## src/rtl/cordic_vectoring_rtl.sv

```systemverilog
// ----------------------------------------------------------------------------
// cordic_vectoring_rtl
//
// Iterative CORDIC core in vectoring mode. It converts a Cartesian vector
// (x_in, y_in) in fixpoint(2:10) to polar form:
//   angle_out = atan2(y, x) in radians, fixpoint(3:10), range +/-pi (+/-3217)
//   mag_out   = sqrt(x^2 + y^2),        fixpoint(3:10), always >= 0
// It performs one micro-rotation per clock. It shares the 11-entry arctangent
// table and the 0.6073 gain constant with the rotation-mode core.
//
// Ports:
//   clock      in   1     single clock, rising edge
//   reset      in   1     synchronous, active-high; aborts any job in flight
//   start      in   1     request, level-sampled in IDLE
//   x_in       in   W     signed x, fixpoint(2:10)
//   y_in       in   W     signed y, fixpoint(2:10)
//   ready_out  out  1     result valid, held until the next accepted start
//   angle_out  out  W+1   signed angle, fixpoint(3:10)
//   mag_out    out  W+1   signed magnitude, fixpoint(3:10)
//
// Timing: the edge that samples start is edge 0, and ready_out rises after
// edge 13. The latency is the same for every input, including (0, 0).
// ----------------------------------------------------------------------------
module cordic_vectoring_rtl #(
    parameter int W         = 12,
    parameter int FXP_SHIFT = 10
) (
    input  logic                clock,
    input  logic                reset,
    input  logic                start,
    input  logic signed [W-1:0] x_in,
    input  logic signed [W-1:0] y_in,
    output logic                ready_out,
    output logic signed [W:0]   angle_out,
    output logic signed [W:0]   mag_out
);

    localparam int XW    = W + 3;   // x/y datapath width, room for gain growth
    localparam int ZW    = W + 1;   // angle accumulator width
    localparam int PW    = 24;      // gain product width
    localparam int NITER = 11;

    // pi/2 in fixpoint(3:10)
    localparam logic signed [ZW-1:0] HALF_PI = ZW'(1608);

    typedef enum logic [2:0] {
        S_IDLE,
        S_ITER,
        S_GAIN,
        S_OUT,
        S_DONE
    } state_t;

    state_t                 state_q, state_d;
    logic [3:0]             iter_q,  iter_d;
    logic signed [XW-1:0]   x_q,     x_d;
    logic signed [XW-1:0]   y_q,     y_d;
    logic signed [ZW-1:0]   z_q,     z_d;
    logic                   zero_q,  zero_d;
    logic signed [PW-1:0]   prod_q,  prod_d;
    logic                   ready_q, ready_d;
    logic signed [ZW-1:0]   angle_q, angle_d;
    logic signed [ZW-1:0]   mag_q,   mag_d;

    // Inputs are widened before any negation, so -(-2048) is exact.
    logic signed [XW-1:0]   x_ext, y_ext;
    logic signed [XW-1:0]   x_sh,  y_sh;
    logic signed [ZW-1:0]   atan_val;
    logic signed [PW-1:0]   x_wide, gain_prod;
    logic                   unused_prod_bits;

    assign x_ext = {{(XW-W){x_in[W-1]}}, x_in};
    assign y_ext = {{(XW-W){y_in[W-1]}}, y_in};

    assign x_sh = x_q >>> iter_q;
    assign y_sh = y_q >>> iter_q;

    // K = 621 = 512 + 128 - 32 + 16 - 4 + 1, i.e. about 0.6073 * 1024
    assign x_wide    = {{(PW-XW){x_q[XW-1]}}, x_q};
    assign gain_prod = (x_wide <<< 9) + (x_wide <<< 7) - (x_wide <<< 5)
                     + (x_wide <<< 4) - (x_wide <<< 2) + x_wide;

    // The magnitude takes only bits [FXP_SHIFT +: W+1] of the product.
    // Its bound of 2897 means the top bit is never significant.
    assign unused_prod_bits = ^{prod_q[PW-1:FXP_SHIFT+W+1], prod_q[FXP_SHIFT-1:0]};

    // atan(2^-i) in Q2.10
    always_comb begin
        atan_val = '0;
        case (iter_q)
            4'd0:    atan_val = ZW'(804);
            4'd1:    atan_val = ZW'(475);
            4'd2:    atan_val = ZW'(251);
            4'd3:    atan_val = ZW'(127);
            4'd4:    atan_val = ZW'(64);
            4'd5:    atan_val = ZW'(32);
            4'd6:    atan_val = ZW'(16);
            4'd7:    atan_val = ZW'(8);
            4'd8:    atan_val = ZW'(4);
            4'd9:    atan_val = ZW'(2);
            4'd10:   atan_val = ZW'(1);
            default: atan_val = '0;
        endcase
    end

    // NOTE: every next-state signal gets its hold value first, so no path
    // leaves a signal unassigned and no latch is inferred.
    always_comb begin
        state_d = state_q;
        iter_d  = iter_q;
        x_d     = x_q;
        y_d     = y_q;
        z_d     = z_q;
        zero_d  = zero_q;
        prod_d  = prod_q;
        ready_d = ready_q;
        angle_d = angle_q;
        mag_d   = mag_q;

        case (state_q)
            S_IDLE: begin
                if (start) begin
                    ready_d = 1'b0;
                    iter_d  = '0;
                    zero_d  = (x_in == '0) && (y_in == '0);
                    state_d = S_ITER;
                    // Rotate the vector into the right half-plane by +/-90
                    // degrees. y = 0 with negative x takes the +pi branch.
                    if (!x_in[W-1]) begin
                        x_d = x_ext;
                        y_d = y_ext;
                        z_d = '0;
                    end else if (!y_in[W-1]) begin
                        x_d = y_ext;
                        y_d = -x_ext;
                        z_d = HALF_PI;
                    end else begin
                        x_d = -y_ext;
                        y_d = x_ext;
                        z_d = -HALF_PI;
                    end
                end
            end

            S_ITER: begin
                // Drive y toward zero. Both updates use the pre-update x and y.
                if (!y_q[XW-1]) begin
                    x_d = x_q + y_sh;
                    y_d = y_q - x_sh;
                    z_d = z_q + atan_val;
                end else begin
                    x_d = x_q - y_sh;
                    y_d = y_q + x_sh;
                    z_d = z_q - atan_val;
                end
                if (iter_q == 4'(NITER - 1)) begin
                    state_d = S_GAIN;
                end else begin
                    iter_d = iter_q + 4'd1;
                end
            end

            S_GAIN: begin
                prod_d  = gain_prod;
                state_d = S_OUT;
            end

            S_OUT: begin
                // The iterations give a nonzero angle for (0, 0), so the
                // outputs are forced to zero for that input.
                if (zero_q) begin
                    angle_d = '0;
                    mag_d   = '0;
                end else begin
                    angle_d = z_q;
                    mag_d   = prod_q[FXP_SHIFT +: W+1];
                end
                ready_d = 1'b1;
                state_d = S_DONE;
            end

            S_DONE: begin
                // A held start must not retrigger. start has to drop first.
                if (!start) begin
                    state_d = S_IDLE;
                end
            end

            default: state_d = S_IDLE;
        endcase
    end

    // NOTE: state is updated with non-blocking assignments, so every register
    // samples the values from before the edge.
    always_ff @(posedge clock) begin
        if (reset) begin
            state_q <= S_IDLE;
            iter_q  <= '0;
            ready_q <= 1'b0;
            angle_q <= '0;
            mag_q   <= '0;
        end else begin
            state_q <= state_d;
            iter_q  <= iter_d;
            ready_q <= ready_d;
            angle_q <= angle_d;
            mag_q   <= mag_d;
        end
    end

    // NOTE: the datapath registers have no reset. They are always loaded in
    // IDLE before they are read, and a reset returns the FSM to IDLE.
    always_ff @(posedge clock) begin
        x_q    <= x_d;
        y_q    <= y_d;
        z_q    <= z_d;
        zero_q <= zero_d;
        prod_q <= prod_d;
    end

    assign ready_out = ready_q;
    assign angle_out = angle_q;
    assign mag_out   = mag_q;

endmodule
```

## config.mk

```make
export PLATFORM = sky130hd
export DESIGN_NAME = cordic_vectoring_rtl
export DESIGN_NICKNAME = d
export VERILOG_FILES = /design/src/rtl/cordic_vectoring_rtl.sv
export SDC_FILE = /design/constraint.sdc
export NUM_CORES = 1
export LEC_CHECK = 0
export CAP_MARGIN = 20
export CORE_MARGIN = 4
export CORE_UTILIZATION = 46
export CTS_BUF_LIST = sky130_fd_sc_hd__clkbuf_4 sky130_fd_sc_hd__clkbuf_8
export CTS_CLUSTER_DIAMETER = 150
export DETAILED_ROUTE_END_ITERATION = 10
export PLACE_DENSITY = 0.74
export SETUP_SLACK_MARGIN = 0.4
export SYNTH_ARGS = -nofsm -noshare
export SYNTH_HDL_FRONTEND = slang
export SYNTH_SLANG_ARGS = --single-unit
```

## constraint.sdc

```tcl
create_clock -name clock -period 7.8 [get_ports clock]
set_input_delay 1.56 -clock clock [delete_from_list [all_inputs] [get_ports clock]]
set_output_delay 1.56 -clock clock [all_outputs]
set_load 0.02 [all_outputs]
```

==> impl_metrics.tcl <==
set metrics [dict create \
    crit_type "reg2reg" \
    io_buffers 53 \
    worstPathMaxFanout 25 \
    postSynthAreaPerCell_um2 9.336 \
    cts.path.max_buffers 2 \
    area_growth_syn_to_layout_pct 9.078 \
    grt_use_met2_pct 31.68 \
    synth_warnings 0 \
    synth_edf_count 57 \
    core_area_mm2 0.02257 \
    fillers 2066 \
    antenna_found_initial 0 \
    cts_tree "yes" \
    setup_slack_ns 2.598 \
    htreeDepth 3 \
    drc 0 \
    routedWlPerCell_um 16.91 \
    drtIter0Drc 609 \
    hold_viol 0 \
    grt_pass1_vias 8138 \
    cts_sinks 101 \
    worstSetupStartpointType "register" \
    cp_num_buf_inv 2 \
    detail-route-antenna-nets 0 \
    insertion_delay_ns 0.40 \
    pin_count 54 \
    crit_required_ns 7.96 \
    dieArea_mm2 0.02531 \
    start_util_pct 46.53 \
    die_h_um 159.1 \
    viasPerCell 5.754 \
    post-route-period-util_pct 66.69 \
    cts_buffers 9 \
    cts_hold_buf 0 \
    cp.arrival_ns 5.36 \
    rsz0062_at_grt "false" \
    path_cells "inv_1, mux4_2, inv_1, ha_1, nor2b_1, nand3b_1, o311a_1, a21oi_1, o22ai_1, ha_1, nand3_1, a211oi_1, o31ai_1, o21ai_0, xnor2_1, nor2_1" \
    synthesis.instances 1125 \
    cts_resized 0 \
    preCtsSetupSlack_ns 2.654 \
    dp_hpwl_um 18500 \
    use_met3_pct 3.132 \
    slowest_stage "dfxtp_1" \
    std_cell_rows 55 \
    fin_tns_setup_ns 0 \
    syn-num-nets 1297 \
    status "completed" \
    hp-class "reg2reg" \
    fin_nets 1323 \
    critPathMaxStageDelay_ns 0.91 \
    cts-root-buf "clkbuf_8" \
    post_cts_buffers 0 \
    grt_use_total_pct 19.67 \
    overflow 0 \
    path_clk_slew_ns 0.11 \
    synth_area_mm2 0.01050 \
    die_width_um 159.1 \
    drt_wl_total_um 24370 \
    grt_pass1_wl_um 41260 \
    fin_crit_ns 5.202 \
    tightest_slew_ns 0.9690 \
    setup_viol 0 \
    synth_ff_type "edfxtp_1" \
    ys_ff_latch 101 \
    gp_congestion 0.9078 \
    fmax_mhz 192.2 \
    grt_max_degree 56 \
    vias 8292 \
    busiest_layer "met2" \
    cp-end-kind "register" \
    report.final.slew_viol_count 0 \
    drive_gt1_share_pct 7.785 \
    cp_top_family "compound AO/OA/AOI/OAI gates" \
    async_flop_share_pct 0 \
    drv_cap 0 \
    clock_skew_ns 0.01714 \
    ys_types 68 \
    relSlewSlack_pct 35.40 \
    ys_seq_area_share_pct 24.68 \
    antenna_cells 0 \
    firstDrtPassIters 5 \
    grt_use_met1_pct 27.32 \
]
[cell families after synthesis]
family	after synthesis	share of synthesized area (%)
simple gates	266	12.66
compound gates	262	16.15
buf+inv	189	7.160
fa+ha+maj	145	21.21
flops	101	24.68
xor+xnor	96	8.006
mux	66	10.13
[cells in the final DEF (no fill, tap or decap), types with 8 or more instances in the layout]
cell,instances
a21o_1,14
a21oi_1,63
a22o_1,26
a31oi_1,11
clkbuf_8,9
clkdlybuf4s50_1,53
dfxtp_1,42
edfxtp_1,57
fa_1,55
ha_1,90
inv_1,142
mux2i_1,26
mux4_2,31
nand2_1,68
nand2b_1,10
nand3_1,21
nor2_1,66
nor2b_1,13
nor3_1,29
o211ai_1,23
o21a_1,8
o21ai_0,64
o31ai_1,9
or2_2,10
xnor2_1,56
xor2_1,40
[through the flow]
step / hold WS [ns] / cell area [um^2] / instances / util [%]
after floorplan: 0.4358 / 10500 / 1125 / -
after global placement: 0.4367 / 11240 / 1423 / 49.82
after detailed placement: 0.4447 / 11260 / 1424 / 49.87
after CTS: 0.4533 / 11440 / 1440 / 50.67
after global routing: 0.4591 / 11460 / 1441 / 50.75
final: 0.4553 / 11460 / 1441 / 50.75
[registers in the layout (all words and copies together), names as in the netlist]
signal,cells
x_q,15
y_q,15
angle_out,13
mag_out,13
prod_q,13
z_q,13
atan_val,10
iter_q,4
state_q,3
ready_out,1
zero_q,1
[cell usage after synthesis, types with 9 or more instances]
library cell | n | area (um^2)
xnor2_1 | 56 | 490.5
o21ai_0 | 64 | 320.3
a21oi_1 | 64 | 320.3
nand2b_1 | 11 | 68.82
nand3_1 | 21 | 105.1
o211ai_1 | 23 | 172.7
inv_1 | 142 | 533.0
dfxtp_1 | 44 | 880.8
nor3_1 | 30 | 150.1
mux4_2 | 31 | 698.2
nor2_1 | 66 | 247.7
clkbuf_1 | 26 | 97.59
o31ai_1 | 9 | 67.56
nor2b_1 | 13 | 81.33
nand2_1 | 69 | 259.0
xor2_1 | 40 | 350.3
fa_1 | 55 | 1101
a22o_1 | 26 | 227.7
mux2i_1 | 26 | 260.3
a21o_1 | 14 | 105.1
a31oi_1 | 11 | 68.82
or2_2 | 10 | 62.56
edfxtp_1 | 57 | 1712
ha_1 | 90 | 1126
[worst paths after layout]
kind	startpoint	end	slack [ns]	cells past startpoint
hold / removal	prod_q[10]$_DFFE_PP_	mag_out[0]$_SDFFE_PP0P_	0.46	1
hold reg to reg	prod_q[10]$_DFFE_PP_	mag_out[0]$_SDFFE_PP0P_	0.46	1
setup / recovery	iter_q[3]$_SDFFE_PP0P_	x_q[14]$_DFFE_PP_	2.60	16
setup reg to reg	iter_q[3]$_SDFFE_PP0P_	x_q[14]$_DFFE_PP_	2.60	16
[area by class of cell]
type / instances / area (um^2) / share of cell area, %
sequential: 101 / 2595 / 22.65
multi-input combinational: 835 / 7177 / 62.65
clock buffer: 9 / 123.9 / 1.081
tap: 285 / 356.6 / 3.113
timing repair buffer: 62 / 614.3 / 5.363
clock inverter: 7 / 56.30 / 0.4915
inverter: 142 / 533.0 / 4.653
[routing by layer]
layer / vias to the layer above / wire, um / part of all wire, %
li1: 4038 / - / -
met5: - / 0 / 0
met4: 0 / 647 / 2.7
met1: 3938 / 11090 / 46
met2: 270 / 11050 / 45
met3: 46 / 1578 / 6.5
Power is not shown: default switching activity piles up to over one toggle a cycle in this logic, so the estimate is an artifact.
